$ cat src/rtl/rsa_frame_initiator_pkg.sv
// Shared definitions for the RSA frame initiator: FSM encoding, frame layout
// and counter sizing.
package rsa_frame_initiator_pkg;

    localparam logic [1:0] ST_IDLE   = 2'd0;
    localparam logic [1:0] ST_SEND   = 2'd1;
    localparam logic [1:0] ST_RECV   = 2'd2;
    localparam logic [1:0] ST_FINISH = 2'd3;

    localparam int WORD_KEY    = 0;
    localparam int WORD_MOD    = 1;
    localparam int WORD_TEXT   = 2;
    localparam int FRAME_WORDS = 3;

    // Bits needed for a counter that runs 0..n-1 (never narrower than one bit).
    function automatic int cnt_width(input int n);
        if (n <= 2) begin
            return 1;
        end else begin
            return $clog2(n);
        end
    endfunction

endpackage

$ cat src/rtl/rsa_frame_initiator_byte_word_packer.sv
// Byte-granular shift register: parallel load, shift out at the MSB end while
// shifting a new byte in at the LSB end.
module byte_word_packer
    import rsa_frame_initiator_pkg::*;
#(
    parameter int Width    = 32,
    parameter int OutWidth = Width
) (
    input  logic                clk_i,
    input  logic                reset_i,
    input  logic                load_i,
    input  logic [Width-1:0]    load_data_i,
    input  logic                shift_i,
    input  logic [7:0]          byte_i,
    output logic [OutWidth-1:0] top_o
);
    logic [Width-1:0] word_q;
    logic [Width-1:0] word_d;

    // Load wins over shift; a shift drops the top byte and appends byte_i.
    always_comb begin
        word_d = word_q;
        if (load_i) begin
            word_d = load_data_i;
        end else if (shift_i) begin
            word_d = (word_q << 4'd8) | Width'(byte_i);
        end else begin
            word_d = word_q;
        end
    end

    // Storage register.
    always_ff @(posedge clk_i or posedge reset_i) begin
        if (reset_i) begin
            word_q <= '0;
        end else begin
            word_q <= word_d;
        end
    end

    assign top_o = word_q[Width-1 -: OutWidth];

endmodule

$ cat src/rtl/rsa_frame_initiator.sv
// Reader-side RSA frame initiator: streams key/mod/plaintext bytes into the UART
// TX FIFO and reassembles the ciphertext word popped from the UART RX FIFO.
module rsa_frame_initiator
    import rsa_frame_initiator_pkg::*;
#(
    parameter int WordSize      = 32,
    parameter int TimeoutCycles = 1000000
) (
    input  logic                clk_i,
    input  logic                reset_i,
    input  logic                start_i,
    input  logic [WordSize-1:0] key_i,
    input  logic [WordSize-1:0] mod_i,
    input  logic [WordSize-1:0] plaintext_i,
    output logic [7:0]          tx_data_o,
    output logic                tx_wr_o,
    input  logic                tx_full_i,
    input  logic [7:0]          rx_data_i,
    output logic                rx_rd_o,
    input  logic                rx_empty_i,
    output logic [WordSize-1:0] result_o,
    output logic                busy_o,
    output logic                done_o,
    output logic                timeout_o
);
    localparam int NumBytes = WordSize / 8;
    localparam int TxBytes  = FRAME_WORDS * NumBytes;
    localparam int TxWidth  = FRAME_WORDS * WordSize;
    localparam int TxCntW   = cnt_width(TxBytes);
    localparam int RxCntW   = cnt_width(NumBytes);
    localparam int ToCntW   = cnt_width(TimeoutCycles);
    localparam logic [TxCntW-1:0] TxLast = TxCntW'(TxBytes - 1);
    localparam logic [RxCntW-1:0] RxLast = RxCntW'(NumBytes - 1);
    localparam logic [ToCntW-1:0] ToLast = ToCntW'(TimeoutCycles - 1);

    logic [1:0]          state_q,  state_d;
    logic [TxCntW-1:0]   tx_cnt_q, tx_cnt_d;
    logic [RxCntW-1:0]   rx_cnt_q, rx_cnt_d;
    logic [ToCntW-1:0]   to_cnt_q, to_cnt_d;
    logic [WordSize-1:0] result_q, result_d;
    logic [TxWidth-1:0]  frame_s;
    logic [WordSize-1:0] rx_word_s;
    logic                load_s;
    logic                tx_wr_s;
    logic                rx_rd_s;
    logic                timeout_s;

    // Place the first-transmitted word in the top bits of the frame.
    always_comb begin
        frame_s = '0;
        frame_s[(FRAME_WORDS-1-WORD_KEY)*WordSize  +: WordSize] = key_i;
        frame_s[(FRAME_WORDS-1-WORD_MOD)*WordSize  +: WordSize] = mod_i;
        frame_s[(FRAME_WORDS-1-WORD_TEXT)*WordSize +: WordSize] = plaintext_i;
    end

    // Sequencing: IDLE -> SEND -> RECV -> FINISH, with timeout back to IDLE.
    always_comb begin
        state_d   = state_q;
        tx_cnt_d  = tx_cnt_q;
        rx_cnt_d  = rx_cnt_q;
        to_cnt_d  = to_cnt_q;
        result_d  = result_q;
        load_s    = 1'b0;
        tx_wr_s   = 1'b0;
        rx_rd_s   = 1'b0;
        timeout_s = 1'b0;
        case (state_q)
            ST_IDLE: begin
                if (start_i) begin
                    load_s   = 1'b1;
                    tx_cnt_d = '0;
                    rx_cnt_d = '0;
                    to_cnt_d = '0;
                    state_d  = ST_SEND;
                end else begin
                    state_d  = ST_IDLE;
                end
            end
            ST_SEND: begin
                if (!tx_full_i) begin
                    tx_wr_s  = 1'b1;
                    tx_cnt_d = tx_cnt_q + TxCntW'(1);
                    if (tx_cnt_q == TxLast) begin
                        state_d = ST_RECV;
                    end else begin
                        state_d = ST_SEND;
                    end
                end else begin
                    state_d = ST_SEND;
                end
            end
            ST_RECV: begin
                if (!rx_empty_i) begin
                    rx_rd_s  = 1'b1;
                    rx_cnt_d = rx_cnt_q + RxCntW'(1);
                    to_cnt_d = '0;
                    if (rx_cnt_q == RxLast) begin
                        // Capture the completed word now so result is valid during FINISH.
                        result_d = (rx_word_s << 4'd8) | WordSize'(rx_data_i);
                        state_d  = ST_FINISH;
                    end else begin
                        state_d  = ST_RECV;
                    end
                end else if (to_cnt_q == ToLast) begin
                    timeout_s = 1'b1;
                    state_d   = ST_IDLE;
                end else begin
                    to_cnt_d  = to_cnt_q + ToCntW'(1);
                    state_d   = ST_RECV;
                end
            end
            ST_FINISH: begin
                state_d = ST_IDLE;
            end
            default: begin
                state_d = ST_IDLE;
            end
        endcase
    end

    // State and counter registers.
    always_ff @(posedge clk_i or posedge reset_i) begin
        if (reset_i) begin
            state_q  <= ST_IDLE;
            tx_cnt_q <= '0;
            rx_cnt_q <= '0;
            to_cnt_q <= '0;
            result_q <= '0;
        end else begin
            state_q  <= state_d;
            tx_cnt_q <= tx_cnt_d;
            rx_cnt_q <= rx_cnt_d;
            to_cnt_q <= to_cnt_d;
            result_q <= result_d;
        end
    end

    byte_word_packer #(
        .Width    (TxWidth),
        .OutWidth (8)
    ) u_tx_packer (
        .clk_i       (clk_i),
        .reset_i     (reset_i),
        .load_i      (load_s),
        .load_data_i (frame_s),
        .shift_i     (tx_wr_s),
        .byte_i      (8'h00),
        .top_o       (tx_data_o)
    );

    // Cleared at start so a timed-out partial response never leaks into the next word.
    byte_word_packer #(
        .Width    (WordSize),
        .OutWidth (WordSize)
    ) u_rx_packer (
        .clk_i       (clk_i),
        .reset_i     (reset_i),
        .load_i      (load_s),
        .load_data_i ({WordSize{1'b0}}),
        .shift_i     (rx_rd_s),
        .byte_i      (rx_data_i),
        .top_o       (rx_word_s)
    );

    assign tx_wr_o   = tx_wr_s;
    assign rx_rd_o   = rx_rd_s;
    assign timeout_o = timeout_s;
    assign busy_o    = (state_q != ST_IDLE);
    assign done_o    = (state_q == ST_FINISH);
    assign result_o  = result_q;

endmodule

$ cat config.mk
export PLATFORM = sky130hd
export DESIGN_NAME = rsa_frame_initiator
export DESIGN_NICKNAME = d
export VERILOG_FILES = /design/src/rtl/rsa_frame_initiator_pkg.sv /design/src/rtl/rsa_frame_initiator_byte_word_packer.sv /design/src/rtl/rsa_frame_initiator.sv
export SDC_FILE = /design/constraint.sdc
export NUM_CORES = 1
export LEC_CHECK = 0
export BUFFER_PORTS_ARGS = -buffer_cell sky130_fd_sc_hd__buf_4
export CORE_MARGIN = 2
export CORE_UTILIZATION = 55
export CTS_CLUSTER_DIAMETER = 30
export CTS_CLUSTER_SIZE = 10
export DETAILED_ROUTE_END_ITERATION = 16
export PLACE_DENSITY = 0.81
export SLEW_MARGIN = 15
export SYNTH_ARGS = -nofsm -noshare
export SYNTH_HDL_FRONTEND = slang
export SYNTH_SLANG_ARGS = --single-unit
$ cat constraint.sdc
create_clock -name clk_i -period 5.95 [get_ports clk_i]
set_input_delay 0 -clock clk_i [delete_from_list [all_inputs] [get_ports clk_i]]
set_output_delay 0 -clock clk_i [all_outputs]
set_load 0.01 [all_outputs]
==> flow_summary_export.csv, run 1 <==
group,metric,value,unit
floorplanning,dieArea,0.0153,mm²
sta,fin_crit,3020,ps
place,gp_congestion,0.825,
detailed_routing,vias,6953,
global_routing,grt_pass1_vias,6754,
power,peakVddDrop,0.000242,V
final_layout,drive_above_1_share,23.5,%
synthesis,yosysWarnings,0,
global_routing,grt_first_pass_wirelength,33.7,mm
critical_path,cp.arrival,3020,ps
synthesis,synth_area_per_cell,10.0,µm²
critical_path,crit_path_end_kind,"primary output",
min_path,hp-class,"in -> async",
sta,clock.fmax,331,MHz
power,leakage,0.00518,µW
clocking,cts_made_buffers,17,
sta,rsz0062_at_grt,"no",
synthesis,synthAdderAreaFrac,0.476,%
floorplanning,core,0.0139,mm²
place,dp_hpwl,11.7,mm
synthesis,synthArstFlopShare,100,%
synthesis,synth.net_count,900,
clocking,clk-insertion-delay-late,440,ps
outcome,status,"finished clean",
detailed_routing,drcViolationCount,0,
sta,setup_viol,0,
detailed_routing,wl_per_cell,17.8,µm
global_routing,grt_max_degree,110,
synthesis,synthTopCellsByCount,"194 x nand2_1, 180 x dfrtp_1, 86 x nor2_1",
synthesis,synth_top_cell_area_share,57.2,%
sta,relSlewSlack,27.6,%
critical_path,required,5950,ps
sta,worstMarginPinSlew,1090,ps
place,portBuffers,153,
clocking,numClockSinks,180,
critical_path,crit_type,"reg -> out",
synthesis,synth_area_leaders,"dfrtp_1 57%, nand2_1 9.2%, mux2_2 4.7%, a31oi_1 4.7%, nor2_1 4.1%",
final_layout,area_growth,35.9,%
floorplanning,start_util,56.6,%
floorplanning,pin_count,154,
synthesis,syn_inst,788,
synthesis,synth_most_common_cell,"nand2_1",
synthesis,synth_top_family_by_area,"simple AND/OR/NAND/NOR gates",
final_layout,nets,1124,
synthesis,synth-edff-count,0,
clocking,path_clk_slew,70,ps
synthesis,synth_ff_type,"dfrtp_1",
sta,setup_tns,0,ps
clocking,clock_path_buffers,2,
synthesis,ys_seq_area_share,57.2,%
final_layout,fillers,877,
sta,fin_hold_ws,239,ps
synthesis,synth-seq-cells,180,
synthesis,synth_top_area_cell,"dfrtp_1",
clocking,htree_levels,4,
sta,hold_viol_final,0,
sta,drv_slew,0,
power,powerDensity,353,mW/mm²
floorplanning,die_h,124,µm
global_routing,grt_usage,28.7,%
sta,finalCritPeriodShare,50.7,%
clocking,ctsResizeCount,0,
job,cap_violations,0,
synthesis,synth_cell_types,52,
detailed_routing,wl,21.4,mm
detailed_routing,via_per_inst,5.77,
clocking,cts_tree,"built",
critical_path,cp-start-kind,"register",
critical_path,worstPathMaxFanout,91,
floorplanning,rows,43,
clocking,cts-root-buf,"clkbuf_16",
sta,fin_worst_skew,15.2,ps
synthesis,netlist_area,0.00788,mm²
global_routing,antenna_found_initial,0,
synthesis,synth_mux_area_share,4.97,%
detailed_routing,detail-route-antenna-nets,0,
floorplanning,fp.dieW,124,µm
detailed_routing,dr.pass1.iters,5,
synthesis,synthSimpleGateAreaFrac,17.7,%
synthesis,synthXorXnorAreaFrac,0.556,%
detailed_routing,drtIter0Drc,711,
clocking,cts_setup_buffers,0,
global_routing,grt_overflow,0,
synthesis,synth_compound_area_share,15.0,%
-- worst paths after layout --
| path | endpoint | slack, ps | cells after the start | start |
|---|---|---|---|---|
| worst max register to register | u_tx_packer.word_q[12] | 3070 | 6 | state_q[0] |
| min in group clk_i | u_tx_packer.word_q[20] | 320 | 4 | plaintext_i[20] |
| worst min-delay path | result_o[6] | 240 | 3 | reset_i |
| worst max-delay path | tx_wr_o | 2930 | 5 | state_q[0] |
| worst min register to register | u_tx_packer.word_q[74] | 480 | 2 | u_tx_packer.word_q[74] |
| max in group asynchronous | u_tx_packer.word_q[94] | 4270 | 4 | reset_i |
-- area by class of cell --
type | count | area (µm²) | area share [%]
antenna | 1 | 2.50 | 0.0234
clock buffer | 18 | 439 | 4.10
clock inverter | 14 | 144 | 1.34
inverter | 10 | 45.0 | 0.421
multi-input combinational | 535 | 3070 | 28.7
sequential | 180 | 4500 | 42.1
tap | 180 | 225 | 2.10
timing repair buffer | 268 | 2280 | 21.3
-- worst max-delay path, stage by stage, from the launching register on --
cell	delay, ps
dfrtp_1	600
or3b_2	480
buf_4	340
inv_2	140
buf_4	700
buf_4	270
-- what timing repair did --
item / 4_1_cts / 5_1_grt
setup endpoints to repair: 0 / 0
hold buffers: 108 / 0
hold endpoints to repair: 217 / 0
-- power breakdown --
part / switching [µW] / leakage (µW) / internal [µW]
registers: 224 / 0.00237 / 1540
clock network: 524 / 0.000280 / 602
logic: 499 / 0.00253 / 393
total: 1250 / 0.00518 / 2540
-- registers in the layout, summed over array words and instances (netlist names) --
register / count
result_o: 32
rx_cnt_q: 2
state_q: 2
tx_cnt_q: 4
u_rx_packer.top_o: 24
u_tx_packer.word_q: 96
to_cnt_q: 20
-- metrics by stage --
step / cells / cell area [µm²] / power [µW] / util, % / setup WS (ps)
finish: 1206 / 10700 / 3780 / 76.9 / 2930
global route: 1205 / 10700 / 3980 / 76.9 / 2760
CTS: 1205 / 10700 / 3750 / 76.9 / 2950
detailed placement: 1065 / 9040 / 2570 / 64.9 / 3060
global placement: 1065 / 9040 / 2540 / 64.9 / 3140
floorplan: 788 / 7880 / 2320 / - / 1060
-- cell usage in the layout (no fill, tap or decap), drive strengths merged, types with 3 or more instances in the layout --
master / instances
a211o: 7
a21oi: 15
a22o: 27
a22oi: 26
a31oi: 59
and4: 4
buf: 160
clkbuf: 18
clkinv: 3
clkinvlp: 3
dfrtp: 180
dlygate4sd3: 108
ha: 3
inv: 17
mux2: 33
nand2: 194
nand3: 5
nand4: 6
nor2: 86
nor3: 5
nor4: 6
nor4b: 4
o211a: 5
o21ai: 6
o22ai: 10
xor2: 3
-- routing by layer --
metal / GRT usage, % / part of all wire, % / up-vias / wire length (µm)
met5: 0 / 0 / - / 0
met4: 13.5 / 3.9 / 0 / 831
met3: 5.31 / 6.0 / 83 / 1280
met2: 44.4 / 49 / 297 / 10400
met1: 39.6 / 42 / 3366 / 8920
li1: - / - / 3207 / -
-- logic make-up (layout without fill, tap and decap cells) --
| logic type | after synthesis | after routing |
|---|---|---|
| AO/OA/AOI/OAI | 167 | 167 |
| XOR/XNOR | 5 | 5 |
| adder cells (fa/ha/maj) | 3 | 3 |
| buffers and inverters | 73 | 310 |
| flip-flops | 180 | 180 |
| multiplexers | 35 | 35 |
| other | 0 | 1 |
| AND/OR/NAND/NOR | 325 | 325 |
(Power assumes the default switching activity.)
==> inputs of run 2 (changes only) <==
ABC_AREA = 1   (was unset)
CORE_UTILIZATION = 50   (was 55)
PLACE_DENSITY = 0.77   (was 0.81)
clock period = 2.5 ns   (was 5.95 ns; I/O delays follow)
==> flow_summary_export.csv, run 2 <==
group,metric,value,unit
floorplanning,pin_count,154,
final_layout,antenna_cells,0,
synthesis,synthArstFlopShare,100,%
power,leakage,0.00523,µW
global_routing,grt_usage,27.6,%
clocking,clk-insertion-delay-late,440,ps
floorplanning,fp.dieW,130,µm
final_layout,area_growth,38.0,%
sta,setup_viol,0,
clocking,ctsResizeCount,0,
synthesis,synthTopCellsByCount,"271 x nand2_1, 180 x dfrtp_1, 92 x inv_1",
global_routing,grt_pass1_vias,7279,
clocking,htree_levels,4,
clocking,clock_path_buffers,2,
final_layout,largest_register_ffs,96,
detailed_routing,drtIter0Drc,756,
sta,setup_tns,0,ps
sta,clock.fmax,495,MHz
sta,worstMarginPinSlew,981,ps
sta,finalCritPeriodShare,80.8,%
detailed_routing,via_per_inst,5.33,
critical_path,critPathMostFrequentCell,"nand2_1",
clocking,path_clk_slew,70,ps
global_routing,grt_max_degree,73,
detailed_routing,vias,7352,
synthesis,synth_area_per_cell,8.69,µm²
global_routing,antenna_found_initial,0,
final_layout,fillers,1207,
critical_path,worst-path-buf-inv,3,
synthesis,syn_inst,912,
synthesis,ys_seq_area_share,56.8,%
critical_path,cp_cell_sequence,"inv_1 -> nor2_2 -> nand2_1 -> nand2_2 -> inv_2 -> buf_4 -> nand2_1 -> nand3_1",
floorplanning,die_h,130,µm
critical_path,cp.arrival,2390,ps
critical_path,required,2870,ps
floorplanning,core,0.0157,mm²
synthesis,synth_most_common_cell,"nand2_1",
synthesis,synth-edff-count,0,
global_routing,grt_overflow,0,
final_layout,final_cell_mix,"270 x nand2_1, 180 x dfrtp_1, 163 x buf_4, 107 x dlygate4sd3_1, 91 x inv_1",
sta,fin_crit,2020,ps
detailed_routing,detail-route-antenna-nets,0,
floorplanning,dieArea,0.0169,mm²
clocking,cts_tree,"built",
place,portBuffers,153,
sta,rsz0062_at_grt,"no",
synthesis,synth.net_count,1024,
job,cap_violations,0,
synthesis,synth_cell_types,30,
sta,fin_worst_skew,8.27,ps
critical_path,cp-start-kind,"register",
final_layout,drive_above_1_share,18.4,%
clocking,cts-root-buf,"clkbuf_16",
critical_path,crit_type,"reg -> reg",
synthesis,synth_top_cell_area_share,56.8,%
critical_path,worstReg2RegStart,"state_q[0]",
detailed_routing,wl_per_cell,16.2,µm
synthesis,synth-seq-cells,180,
detailed_routing,wl,22.4,mm
sta,drv_slew,0,
synthesis,synth_area_leaders,"dfrtp_1 57%, nand2_1 13%, nand3_1 5.5%, inv_1 4.4%, o21ai_0 3.8%",
floorplanning,rows,46,
critical_path,path_delay_family,"buffers and inverters",
global_routing,grt_first_pass_wirelength,35.8,mm
critical_path,worstPathMaxFanout,47,
final_layout,nets,1263,
critical_path,crit_path_max_incr_delay,630,ps
synthesis,synth_top_area_cell,"dfrtp_1",
power,peakVddDrop,0.000617,V
synthesis,synth_ff_type,"dfrtp_1",
detailed_routing,drcViolationCount,0,
min_path,hp-start,"start_i",
synthesis,yosysWarnings,0,
place,dp_hpwl,13.5,mm
outcome,status,"finished clean",
sta,hold_viol_final,0,
floorplanning,start_util,50.5,%
clocking,numClockSinks,180,
place,gp_congestion,0.887,
critical_path,cp_slowest_cell,"inv_2",
min_path,hp-class,"in -> reg",
critical_path,crit_path_end_kind,"register",
clocking,cts_made_buffers,17,
power,powerDensity,879,mW/mm²
power,p_total,9620,µW
synthesis,netlist_area,0.00793,mm²
final_layout,largest-register,"u_tx_packer.word_q",
detailed_routing,dr.pass1.iters,6,
sta,relSlewSlack,34.4,%
critical_path,cp-startpoint,"state_q[0]",
final_layout,layout_commonest_cell,"nand2_1",
==> run 2: cell types whose count changed in the layout (fill, tap and decap cells not counted), sizes merged, moves of 8 or more <==
cell | before | now
nand2 | 194 | 276
nand3 | 5 | 87
o221ai | 0 | 8
o22ai | 10 | 40
inv | 17 | 100
mux2 | 33 | 0
nor2 | 86 | 44
o21ai | 6 | 62
a22oi | 26 | 0
o211ai | 2 | 17
a22o | 27 | 8
a31oi | 59 | 0
==> run 2: stage by stage <==
| stage | hold WS [ps] | instance area (µm²) | utilization, % | setup slack, ps | instances |
|---|---|---|---|---|---|
| 6_report | 119 | 10900 | 69.6 | 480 | 1380 |
| 5_1_grt | 131 | 10900 | 69.6 | 284 | 1380 |
| 4_1_cts | 105 | 10900 | 69.6 | 494 | 1380 |
| 3_5_place_dp | 84.5 | 9210 | 58.6 | 522 | 1241 |
| 3_3_place_gp | 76.9 | 9210 | 58.6 | 597 | 1241 |
| 2_1_floorplan | 31.1 | 7930 | - | 191 | 912 |
==> run 2: cells by family after synthesis <==
kind of cell | count (synthesis) | share of synthesized area [%]
AOI/OAI and AO/OA | 147 | 11.3
adders and majority gates | 3 | 0.474
buffers and inverters | 151 | 8.48
xor gates and xnor gates | 3 | 0.331
DFF | 180 | 56.8
and+or+nand+nor | 428 | 22.6
==> run 2: layer usage <==
layer  routed length (µm)  global-route usage [%]
met5                    0                       0
met4                  791                    12.1
met3                 1220                    5.70
met2                11300                    46.1
met1                 9140                    34.9
==> run 2: layout make-up <==
type	instances	area, µm²	share of cell area [%]
sequential	180	4500	41.2
tap	216	270	2.47
multi-input combinational	581	2750	25.2
inverter	97	373	3.41
timing repair buffer	274	2370	21.7
clock inverter	13	218	1.99
clock buffer	19	443	4.05
==> run 2: path summary, 6_finish.rpt <==
check                                          to  slack [ps]  cells after the start
min reg2reg                          result_o[24]         490                      2
max reg2reg                u_tx_packer.word_q[49]         480                      8
max                        u_tx_packer.word_q[49]         480                      8
min                        u_tx_packer.word_q[25]         120                      5
max in group asynchronous  u_tx_packer.word_q[51]        1380                      5
min in group asynchronous  u_tx_packer.word_q[82]         180                      3
==> run 2: power breakdown <==
part	internal (µW)	switching, µW	total, µW
clock network	1820	1180	3000
registers	3680	458	4140
logic	1000	1470	2480
total	6500	3110	9620
==> run 2: tightest hold or removal path, stage by stage <==
cell and delay [ps]:
buf_4 90, nand2_2 70, buf_4 190, nand3_1 90, nand3_1 70
==> run 2: repair_timing <==
action / in CTS / in global routing
hold endpoints to repair: 143 / 0
buffers inserted: 0 / 0
hold buffers: 107 / 0
